<file path="config.mk">
export PLATFORM = sky130hd
export DESIGN_NAME = uart_block_tx
export DESIGN_NICKNAME = d
export VERILOG_FILES = /design/src/rtl/simon_uart_pkg.sv /design/src/rtl/uart_tx_byte.sv /design/src/rtl/uart_block_tx.sv
export SDC_FILE = /design/constraint.sdc
export NUM_CORES = 1
export LEC_CHECK = 0
export CORE_MARGIN = 4
export CORE_UTILIZATION = 50
export CTS_CLUSTER_SIZE = 14
export DETAILED_ROUTE_END_ITERATION = 7
export PLACE_DENSITY = 0.74
export SYNTH_ARGS = -nofsm -noshare
export SYNTH_HDL_FRONTEND = slang
export SYNTH_SLANG_ARGS = --single-unit
</file>
<file path="constraint.sdc">
create_clock -name clk_100MHz -period 3.35 [get_ports clk_100MHz]
set_clock_uncertainty 0.05 [all_clocks]
set_input_delay 0.335 -clock clk_100MHz [delete_from_list [all_inputs] [get_ports clk_100MHz]]
set_output_delay 0.335 -clock clk_100MHz [all_outputs]
set_load 0.02 [all_outputs]
</file>
<file path="src/rtl/simon_uart_pkg.sv">
// Shared definitions for the SIMON UART transmit path.
//   BLOCK_W / BLOCK_BYTES : size of one cipher block and its byte count.
//   tx_state_e            : state set of the 8N1 byte serializer.
//   calc_clks_per_bit     : clock cycles per serial bit (truncated division).
package simon_uart_pkg;

  localparam int BLOCK_W     = 64;
  localparam int BLOCK_BYTES = 8;

  typedef enum logic [1:0] {
    IDLE,
    START,
    DATA,
    STOP
  } tx_state_e;

  function automatic int calc_clks_per_bit(input int clk_freq, input int baud);
    return clk_freq / baud;
  endfunction

endpackage

</file>
<file path="src/rtl/uart_tx_byte.sv">
// Single-byte UART 8N1 serializer with its own baud counter.
//   clk   : system clock (rising edge)
//   rst_n : asynchronous active-low reset
//   start : load din and begin a frame; honoured in IDLE and in the last
//           cycle of STOP, so frames can follow each other with no gap
//   din   : byte to send, LSB first
//   tx    : registered serial output, idle high
//   done  : registered pulse during the last cycle of the stop bit
module uart_tx_byte
  import simon_uart_pkg::*;
#(
  parameter int CLKS_PER_BIT = 10416
) (
  input  logic       clk,
  input  logic       rst_n,
  input  logic       start,
  input  logic [7:0] din,
  output logic       tx,
  output logic       done
);

  localparam int CNT_W = (CLKS_PER_BIT > 1) ? $clog2(CLKS_PER_BIT) : 1;
  localparam logic [CNT_W-1:0] LAST_CNT = CNT_W'(CLKS_PER_BIT - 1);
  localparam logic [CNT_W-1:0] PRE_LAST = CNT_W'(CLKS_PER_BIT - 2);

  tx_state_e        state_q, state_d;
  logic [CNT_W-1:0] baud_q, baud_d;
  logic [2:0]       bit_cnt_q, bit_cnt_d;
  logic [7:0]       shift_q, shift_d;
  logic             tx_q, tx_d;
  logic             done_q, done_d;
  logic             bit_end;

  assign bit_end = (baud_q == LAST_CNT);

  always_ff @(posedge clk or negedge rst_n) begin
    if (!rst_n) begin
      state_q   <= IDLE;
      baud_q    <= '0;
      bit_cnt_q <= '0;
      shift_q   <= '0;
      tx_q      <= 1'b1;
      done_q    <= 1'b0;
    end else begin
      state_q   <= state_d;
      baud_q    <= baud_d;
      bit_cnt_q <= bit_cnt_d;
      shift_q   <= shift_d;
      tx_q      <= tx_d;
      done_q    <= done_d;
    end
  end

  always_comb begin
    state_d   = state_q;
    baud_d    = baud_q;
    bit_cnt_d = bit_cnt_q;
    shift_d   = shift_q;
    tx_d      = tx_q;
    done_d    = 1'b0;

    if (state_q != IDLE) begin
      baud_d = bit_end ? '0 : baud_q + 1'b1;
    end

    case (state_q)
      IDLE: begin
        tx_d = 1'b1;
        if (start) begin
          // tx drops at the accepting edge so the start bit occupies the
          // very next cycle.
          state_d   = START;
          shift_d   = din;
          bit_cnt_d = '0;
          baud_d    = '0;
          tx_d      = 1'b0;
        end
      end
      START: begin
        if (bit_end) begin
          state_d = DATA;
          tx_d    = shift_q[0];
        end
      end
      DATA: begin
        if (bit_end) begin
          if (bit_cnt_q == 3'd7) begin
            state_d = STOP;
            tx_d    = 1'b1;
          end else begin
            bit_cnt_d = bit_cnt_q + 3'd1;
            shift_d   = {1'b0, shift_q[7:1]};
            tx_d      = shift_q[1];
          end
        end
      end
      STOP: begin
        // Pre-decode one cycle early so the registered pulse lands on the
        // final stop cycle.
        if (baud_q == PRE_LAST) begin
          done_d = 1'b1;
        end
        if (bit_end) begin
          bit_cnt_d = '0;
          if (start) begin
            state_d = START;
            shift_d = din;
            tx_d    = 1'b0;
          end else begin
            state_d = IDLE;
            tx_d    = 1'b1;
          end
        end
      end
      default: begin
        state_d = IDLE;
        tx_d    = 1'b1;
      end
    endcase
  end

  assign tx   = tx_q;
  assign done = done_q;

endmodule

</file>
<file path="src/rtl/uart_block_tx.sv">
// Sends one 64-bit SIMON block as 8 back-to-back UART 8N1 frames.
//   clk_100MHz : system clock (rising edge)
//   reset_n    : asynchronous active-low reset; aborts any frame in flight
//   blk_valid  : upstream offers blk_data
//   blk_data   : block, sampled only on the accepting edge
//   blk_ready  : high while no block is in flight
//   tx         : registered serial line, idle high
//   busy       : block transmission in progress
//   byte_done  : pulse in the last cycle of each stop bit
//   blk_done   : pulse in the first idle cycle after the 8th stop bit;
//                a new block may be accepted in that same cycle
module uart_block_tx
  import simon_uart_pkg::*;
#(
  parameter int CLK_FREQ       = 100000000,
  parameter int BAUD           = 9600,
  parameter int CLKS_PER_BIT   = calc_clks_per_bit(CLK_FREQ, BAUD),
  parameter int MSB_BYTE_FIRST = 1
) (
  input  logic               clk_100MHz,
  input  logic               reset_n,
  input  logic               blk_valid,
  input  logic [BLOCK_W-1:0] blk_data,
  output logic               blk_ready,
  output logic               tx,
  output logic               busy,
  output logic               byte_done,
  output logic               blk_done
);

  localparam logic [2:0] LAST_BYTE = 3'(BLOCK_BYTES - 1);

  logic [BLOCK_W-1:0] block_q, block_d;
  logic [2:0]         byte_idx_q, byte_idx_d;
  logic               active_q, active_d;
  logic               blk_done_q, blk_done_d;

  logic               byte_start;
  logic [7:0]         byte_din;
  logic               byte_tx;
  logic               byte_done_w;
  logic [2:0]         next_idx;

  function automatic logic [7:0] pick_byte(input logic [BLOCK_W-1:0] blk,
                                           input logic [2:0] idx);
    logic [2:0] lane;
    lane = (MSB_BYTE_FIRST != 0) ? (3'd7 - idx) : idx;
    return blk[{lane, 3'b000} +: 8];
  endfunction

  assign next_idx = byte_idx_q + 3'd1;

  always_ff @(posedge clk_100MHz or negedge reset_n) begin
    if (!reset_n) begin
      block_q    <= '0;
      byte_idx_q <= '0;
      active_q   <= 1'b0;
      blk_done_q <= 1'b0;
    end else begin
      block_q    <= block_d;
      byte_idx_q <= byte_idx_d;
      active_q   <= active_d;
      blk_done_q <= blk_done_d;
    end
  end

  always_comb begin
    block_d    = block_q;
    byte_idx_d = byte_idx_q;
    active_d   = active_q;
    blk_done_d = 1'b0;
    byte_start = 1'b0;
    byte_din   = pick_byte(block_q, next_idx);

    if (!active_q && blk_valid) begin
      // On accept the block register is not loaded yet, so the first byte
      // is taken straight from the input bus.
      block_d    = blk_data;
      byte_idx_d = '0;
      active_d   = 1'b1;
      byte_start = 1'b1;
      byte_din   = pick_byte(blk_data, 3'd0);
    end else if (active_q && byte_done_w) begin
      if (byte_idx_q == LAST_BYTE) begin
        active_d   = 1'b0;
        blk_done_d = 1'b1;
      end else begin
        // Chain the next frame directly out of the current stop bit.
        byte_idx_d = next_idx;
        byte_start = 1'b1;
      end
    end
  end

  uart_tx_byte #(
    .CLKS_PER_BIT(CLKS_PER_BIT)
  ) u_byte (
    .clk  (clk_100MHz),
    .rst_n(reset_n),
    .start(byte_start),
    .din  (byte_din),
    .tx   (byte_tx),
    .done (byte_done_w)
  );

  assign blk_ready = !active_q;
  assign busy      = active_q;
  assign tx        = byte_tx;
  assign byte_done = byte_done_w;
  assign blk_done  = blk_done_q;

endmodule

</file>
==> results of run 1 <==
-- cells in the mapped netlist, drive strengths merged (2+ instances only) --
library cell  instances
nand3                 6
a22o                  2
nand2b                3
and3                  4
and2                  4
nor2b                 6
clkbuf               18
mux4                  2
mux2i                38
a22oi                12
nor4                  2
a41oi                 3
buf                  14
inv                  14
and4                  2
nor2                 11
a21oi                 7
xor2                  2
nand3b                7
a211o                 2
dfrtp                97
ha                   10
nand4                 5
mux2                  4
a31oi                16
xnor2                 2
o21ai                20
nand2               217
-- worst paths after layout --
kind                          startpoint  slack (ns)           endpoint  cells after the start
hold / removal                block_q[6]        0.43         block_q[6]                      2
setup reg to reg           byte_idx_q[1]        0.90  u_byte.state_q[1]                      6
max in group asynchronous        reset_n        2.10        block_q[10]                      3
min in group asynchronous        reset_n        0.47  u_byte.baud_q[12]                      2
hold reg to reg               block_q[6]        0.43         block_q[6]                      2
setup / recovery           byte_idx_q[1]        0.90  u_byte.state_q[1]                      6
-- metrics by stage --
stage	worst slack [ns]	total power, uW	hold WS [ns]	cells	utilization, %
6_report	0.9031	2462	0.4304	742	61.19
5_1_grt	0.7520	2585	0.4227	742	61.19
4_1_cts	0.9285	2481	0.4247	742	61.19
3_5_place_dp	0.8778	1784	0.3385	726	59.27
3_3_place_gp	0.9730	1770	0.3318	726	59.27
2_1_floorplan	1.191	1600	-0.01059	549	-
-- critical path, cell delays in order (launching register included) --
cell and delay (ns):
dfrtp_1 0.41, ha_1 0.19, ha_1 0.20, nand3b_1 0.34
and3_1 0.43, a211oi_1 0.34, mux2_2 0.39
-- per-layer routing --
layer  vias to the layer above  share of wire, %  global-route usage (%)
met5                         -                 0                       0
met4                         0               1.7                   7.304
li1                       1952                 -                       -
met1                      1916                46                   28.96
met3                        15               5.6                   3.659
met2                       119                47                   31.97
-- final cells by class --
| cell class | instances | area [sq um] | share of cell area, % |
|---|---|---|---|
| sequential | 98 | 2454 | 41.21 |
| multi-input combinational | 405 | 2336 | 39.24 |
| timing repair buffer | 77 | 768.2 | 12.90 |
| tap | 133 | 166.4 | 2.795 |
| clock buffer | 10 | 137.6 | 2.312 |
| inverter | 14 | 52.55 | 0.8827 |
| clock inverter | 5 | 38.79 | 0.6515 |
-- sequential cells by signal, indices dropped and copies added, names as in the netlist --
register	count
block_q	64
u_byte.baud_q	14
u_byte.shift_q	8
byte_idx_q	3
u_byte.bit_cnt_q	3
u_byte.state_q	2
blk_done	1
busy	1
u_byte.done	1
u_byte.tx	1
-- power by group through the flow --
stage | clock network, uW | logic [uW] | registers, uW
6_report | 700 | 432 | 1330
3_5_place_dp | 0 | 432 | 1350
4_1_cts | 717 | 434 | 1330
5_1_grt | 764 | 481 | 1340
2_1_floorplan | 0 | 262 | 1340
3_3_place_gp | 0 | 423 | 1350
-- cell families after synthesis --
family | synth area share (%)
simple gates | 24.33
compound gates | 9.797
buf+inv | 3.802
mux | 9.468
xor+xnor | 0.7052
fa+ha+maj | 2.518
flops | 49.38
==> results.cfg, run 1 <==
[synthesis]
syn_nets = 626
syn_inst = 549
syn_area_sq_um = 4969
async_reset_ff_share_pct = 100.0
synthFlopType = dfrtp_1
synth-edff-count = 0
ys_seq_area_share_pct = 49.38
ys_types = 50
synth_top_area_share_pct = 48.85
ys.warnings.count = 0
synth_area_per_cell_sq_um = 9.050
synth_top_area_cell = dfrtp_1
synth_seq_cells = 98
synth_area_leaders = dfrtp_1, nand2_1, mux2i_1

[power_and_ir_drop]
p_int_uw = 1782
p_clk_share_pct = 28.4
peakVddDrop_mv = 0.2548
cellLeakagePower_uw = 0.002863
power_frac_seq_pct = 54.0
powerDensity_nw_per_um2 = 413.6
switching_share_pct = 27.61
switchingPower_uw = 679.7
pwr-share-comb_pct = 17.6

[die]
fp.dieH_um = 107.7
coreArea_sq_um = 9729
die_x_um = 107.7
fp-row-count = 36
start_util_pct = 51.07
ioPinCount = 72
die_area_sq_um = 11600

[route]
first_iter_violations = 247
wl_um = 11300
vias = 4002
wl_per_cell_um = 15.23
via_per_inst = 5.394
ant_nets = 0
drt_first_pass_iters = 5
drc_errors = 0

[global_route]
overflow = 0
antenna_found_initial = 0
grt_max_degree = 69
grt_util_all_layers_pct = 20.56
grt_pass1_vias = 3832
grt_pass1_wl_um = 18780

[cts]
cts_setup_buffers = 0
clock-sinks = 98
tritoncts = yes
htree_levels = 3
root_buffer = clkbuf_8
clk_pin_slew_ns = 0.09
cts_buffers = 9
cts_buffer_depth = 2
cts-resized-gates = 0
clk_latency_ns = 0.36
cts_hold_buffers = 1

[placement]
dpl_cell_area_sq_um = 5767
dp_hpwl_um = 8014
globalplace.congestion = 0.8295
port-buffer-count = 71

[final_layout]
final_common_cell = nand2_1
fin_nets = 682
area_growth_pct = 19.82
postLayoutCellArea_sq_um = 5953
final_layout_size_suffix_gt1_share_pct = 6.240
fillers = 851
antenna_cells = 0
final_cell_mix = nand2_1, dfrtp_1, clkdlybuf4s50_1, mux2i_1, o21ai_0

[sta]
slew_headroom_pct = 31.41
clock.fmax_mhz = 408.7
hold_viol_final = 0
fin_tns_setup_ns = 0
tightest_slew_ns = 1.015
layout_worst_path_cycle_share_pct = 73.04
grt_setup_unrepaired = no
finalCriticalPeriod_ns = 2.447
setup_violations = 0
maxSlewViolCount = 0

[worst_setup_path]
critPathLaunchType = register
cp_max_fo = 11
cp.arrival_ns = 2.65
path_class = register to register
critPathRequiredTime_ns = 3.56
end_kind = register

[hold_path]
hp-class = register to register

[flow_run]
cap_violations = 0

[run_status]
status = completed
Power figures use the tool's default switching activity.
==> run 2: changes to the inputs <==
--- a/config.mk
+++ b/config.mk
@@ -6,10 +6,10 @@
 export NUM_CORES = 1
 export LEC_CHECK = 0
 export CORE_MARGIN = 4
-export CORE_UTILIZATION = 50
+export CORE_UTILIZATION = 49
 export CTS_CLUSTER_SIZE = 14
 export DETAILED_ROUTE_END_ITERATION = 7
-export PLACE_DENSITY = 0.74
+export PLACE_DENSITY = 0.76
 export SYNTH_ARGS = -nofsm -noshare
 export SYNTH_HDL_FRONTEND = slang
 export SYNTH_SLANG_ARGS = --single-unit
==> constraint.sdc (replaced) <==
create_clock -name clk_100MHz -period 2.17 [get_ports clk_100MHz]
set_clock_uncertainty 0.05 [all_clocks]
set_input_delay 0.217 -clock clk_100MHz [delete_from_list [all_inputs] [get_ports clk_100MHz]]
set_output_delay 0.217 -clock clk_100MHz [all_outputs]
set_load 0.02 [all_outputs]
==> results.cfg, run 2 (synthesis results as in run 1) <==
[final_layout]
post-route-util_pct = 61.91
fillers = 852
largest_register = block_q
fin_nets = 695
multiInputGateArea_sq_um = 2346
seqCellArea_sq_um = 2454
final_common_cell = nand2_1
antenna_cells = 0
largest_reg_flops = 64
final_layout_size_suffix_gt1_share_pct = 8.668
top_regs = block_q: 64 flops, u_byte.baud_q: 14 flops, u_byte.shift_q: 8 flops
area_growth_pct = 22.36
final_cell_mix = nand2_1, dfrtp_1, clkdlybuf4s50_1, mux2i_1, o21ai_0

[sta]
worst_slack_ns = 0.1185
maxSlewViolCount = 0
hold_viol_final = 0
slew_headroom_pct = 64.48
grt_setup_unrepaired = no
fin_tns_setup_ns = 0
setup_violations = 0
clock.fmax_mhz = 487.5
finalCriticalPeriod_ns = 2.051
tightest_slew_ns = 0.5329
layout_worst_path_cycle_share_pct = 94.54

[placement]
globalplace.congestion = 0.8963
pre_cts_slack_ns = 0.1052
port-buffer-count = 71
dp_hpwl_um = 8443

[route]
wl_per_cell_um = 15.32
vias = 4056
via_per_inst = 5.365
ant_nets = 0
drt_first_pass_iters = 4
first_iter_violations = 275
drc_errors = 0
wl_um = 11580

[cts]
clk_latency_ns = 0.36
cts_buffers = 9
cts_setup_buffers = 0
cts_buffer_depth = 2
root_buffer = clkbuf_8
htree_levels = 3
clk_pin_slew_ns = 0.11
clock-sinks = 98
tritoncts = yes

[worst_setup_path]
critPathRequiredTime_ns = 2.43
cp.arrival_ns = 2.32
worstReg2RegStart = byte_idx_q[0]
regToRegSetupSlack_ns = 0.12
reg2regPathDepth = 7
path_class = register to register
cp_max_fo = 7
critPathLaunchType = register
end_kind = register
r2r-end = u_byte.shift_q[0]

[global_route]
antenna_found_initial = 0
overflow = 0
grt_util_all_layers_pct = 20.52
grt-busiest-layer = met1
grt_max_degree = 99
use_met3_pct = 3.848
grt_pass1_wl_um = 19010
grt_pass1_vias = 3867
met2_usage_pct = 30.54
grt_util_met1_pct = 30.55

[die]
die_area_sq_um = 11810
fp-row-count = 36
coreArea_sq_um = 9819
start_util_pct = 50.60
fp.dieH_um = 108.7
ioPinCount = 72
die_x_um = 108.7

[power_and_ir_drop]
cellLeakagePower_uw = 0.002945
powerDensity_nw_per_um2 = 643.9
peakVddDrop_mv = 0.3542

[hold_path]
hp-class = primary input to register
whs_endpoint = block_q[44]
hold_path_depth = 3
hp-start = blk_data[44]

[flow_run]
cap_violations = 0

[run_status]
status = completed
## run 2: routing by layer
metal,up-vias,wire length (um)
met5,-,0
met4,0,166
met3,17,598
met2,116,5403
met1,1932,5415
li1,1991,-
## run 2: power breakdown
part	internal (uW)	switching, uW	total, uW
Combinational	355	338	693
Sequential	1970	82.2	2050
Clock	474	694	1170
## run 2: worst max-delay path by stage
stage,slack [ns],to,startpoint
after global placement,0.18,u_byte.shift_q[7],byte_idx_q[0]
after floorplan,0.01,u_byte.state_q[1],byte_idx_q[1]
after global routing,0.02,u_byte.shift_q[3],u_byte.baud_q[9]
after CTS,0.09,u_byte.shift_q[0],byte_idx_q[0]
final,0.12,u_byte.shift_q[0],byte_idx_q[0]
after detailed placement,0.11,u_byte.shift_q[0],byte_idx_q[0]
## run 2: critical path: stages (launching register included)
cell and delay [ns]:
dfrtp_1 0.41, ha_1 0.22, ha_1 0.36, nor2b_1 0.16, buf_4 0.16, a22o_1 0.21, o31ai_2 0.23, o221a_2 0.21
## run 2: cell type report
type / count / area share (%)
timing repair buffer: 90 / 14.30
sequential: 98 / 40.36
tap: 133 / 2.737
multi-input combinational: 405 / 38.59
clock inverter: 6 / 0.8850
inverter: 14 / 0.8644
clock buffer: 10 / 2.264
## run 2: metrics by stage
step	instance area (sq um)	total power, uW	hold WS [ns]	instances
2_1_floorplan	4969	2470	-0.1286	549
5_1_grt	6080	4103	0.2956	756
6_report	6080	3915	0.3097	756
3_3_place_gp	5864	2752	0.2563	739
4_1_cts	6066	3929	0.2937	756
3_5_place_dp	5864	2777	0.2615	739
## run 2: what timing repair did
action,in CTS,in global routing
hold buffers,1,0
gates resized for setup,0,3
endpoints found under the setup margin,0,2
endpoints found under the hold margin,97,0
==> run 3: changes to the inputs <==
==> constraint.sdc (replaced) <==
create_clock -name clk_100MHz -period 2.17 [get_ports clk_100MHz]
set_clock_uncertainty 0.05 [all_clocks]
set_input_delay 0.3255 -clock clk_100MHz [delete_from_list [all_inputs] [get_ports clk_100MHz]]
set_output_delay 0.3255 -clock clk_100MHz [all_outputs]
set_load 0.02 [all_outputs]
==> results.cfg, run 3 (synthesis results as in run 1) <==
[run_status]
status = completed

[power_and_ir_drop]
cellLeakagePower_uw = 0.002948
power_uw = 3856
powerDensity_nw_per_um2 = 633.7
peakVddDrop_mv = 0.2902

[global_route]
antenna_found_initial = 0
grt_pass1_wl_um = 19320
grt_pass1_vias = 3976
grt_max_degree = 45
overflow = 0
grt_util_all_layers_pct = 20.93

[cts]
cts_buffer_depth = 2
clk_latency_ns = 0.37
clk_pin_slew_ns = 0.10
tritoncts = yes
cts_buffers = 9
root_buffer = clkbuf_8
clock-sinks = 98
htree_levels = 3

[sta]
grt_setup_unrepaired = no
maxSlewViolCount = 0
hold_viol_final = 0
slew_headroom_pct = 65.54
fin_tns_setup_ns = 0
layout_worst_path_cycle_share_pct = 95.47
setup_violations = 0
clock.fmax_mhz = 482.7
finalCriticalPeriod_ns = 2.072
tightest_slew_ns = 0.5150

[die]
die_area_sq_um = 11810
fp.dieH_um = 108.7
die_x_um = 108.7
fp-row-count = 36
ioPinCount = 72
coreArea_sq_um = 9819
start_util_pct = 50.60

[final_layout]
fin_nets = 698
fillers = 870
area_growth_pct = 22.46
largest_register = block_q
top_regs = block_q: 64 flops, u_byte.baud_q: 14 flops, u_byte.shift_q: 8 flops
antenna_cells = 0
seqCellArea_sq_um = 2455
postLayoutCellArea_sq_um = 6085
final_common_cell = nand2_1
multiInputGateArea_sq_um = 2344
final_layout_size_suffix_gt1_share_pct = 9.265
largest_reg_flops = 64
final_cell_mix = nand2_1, dfrtp_1, clkdlybuf4s50_1, mux2i_1

[placement]
dp_hpwl_um = 8589
dpl_cell_area_sq_um = 5887
port-buffer-count = 71
globalplace.congestion = 0.8521

[worst_setup_path]
crit_chain = inv_1 > ha_1 > or3_1 > a211oi_1 > mux2_2
path_class = register to register
critPathLaunchType = register
end_kind = register
critPathTopFamily = simple AND/OR/NAND/NOR gates
critPathRequiredTime_ns = 2.38
path_buf_inv = 1
cp.arrival_ns = 2.28
cp_max_fo = 4
cpMaxStageDelayCell = or3_1
max_stage_delay_ns = 0.41

[hold_path]
hp-class = primary input to async pin

[route]
wl_um = 11630
first_iter_violations = 173
vias = 4013
wl_per_cell_um = 15.33
drc_errors = 0
drt_first_pass_iters = 5
via_per_inst = 5.287
ant_nets = 0

[flow_run]
cap_violations = 0
run 3: per-layer routing:
layer  vias to the layer above  wire (um)  part of all wire, %  GRT usage, %
met5                         -          0                    0             0
met3                        14        669                  5.8         5.447
met1                      1912       5227                   45         29.08
li1                       1980          -                    -             -
met4                         0        137                  1.2         4.779
met2                       107       5599                   48         33.19
run 3: area by class of cell:
cell class	count	share of cell area (%)
clock buffer	9	2.036
clock inverter	7	0.8431
inverter	14	0.8637
multi-input combinational	405	38.52
sequential	98	40.35
tap	133	2.735
timing repair buffer	93	14.66
run 3: what timing repair did:
item,in CTS,in global routing
resized for setup,0,4
setup endpoints to repair,0,6
hold buffers,1,0
hold endpoints to repair,27,0
setup buffers,0,0
run 3: through the flow:
stage / utilization (%) / setup slack (ns) / cells / hold WS (ns)
finish: 61.96 / 0.09835 / 759 / 0.3633
global route: 61.96 / 0.01114 / 759 / 0.3875
CTS: 61.84 / 0.04361 / 759 / 0.3744
detailed placement: 59.95 / 0.01897 / 742 / 0.2333
global placement: 59.95 / 0.05449 / 742 / 0.2338
floorplan: - / 0.01084 / 549 / -0.02009
run 3: worst paths after layout:
path                                   startpoint           endpoint  slack, ns  cells after the start
worst max register to register  u_byte.state_q[0]  u_byte.state_q[1]        0.1                      5
max in group asynchronous                 reset_n          u_byte.tx       1.08                      3
worst min-delay path                      reset_n   u_byte.baud_q[7]       0.36                      2
min in group clk_100MHz              blk_data[20]        block_q[20]       0.43                      3
worst max-delay path            u_byte.state_q[0]  u_byte.state_q[1]        0.1                      5
worst min register to register        block_q[51]        block_q[51]       0.43                      2
run 3: worst reg2reg max path, cell delays in order, from the launching register on:
cell and delay [ns]:
dfrtp_1 0.39, inv_1 0.10, ha_1 0.25, or3_1 0.41
a211oi_1 0.38, mux2_2 0.38
run 3: power by group:
group / internal, uW / switching, uW
clock: 425 / 664
combinational: 364 / 351
sequential: 1970 / 79.0
total: 2760 / 1090
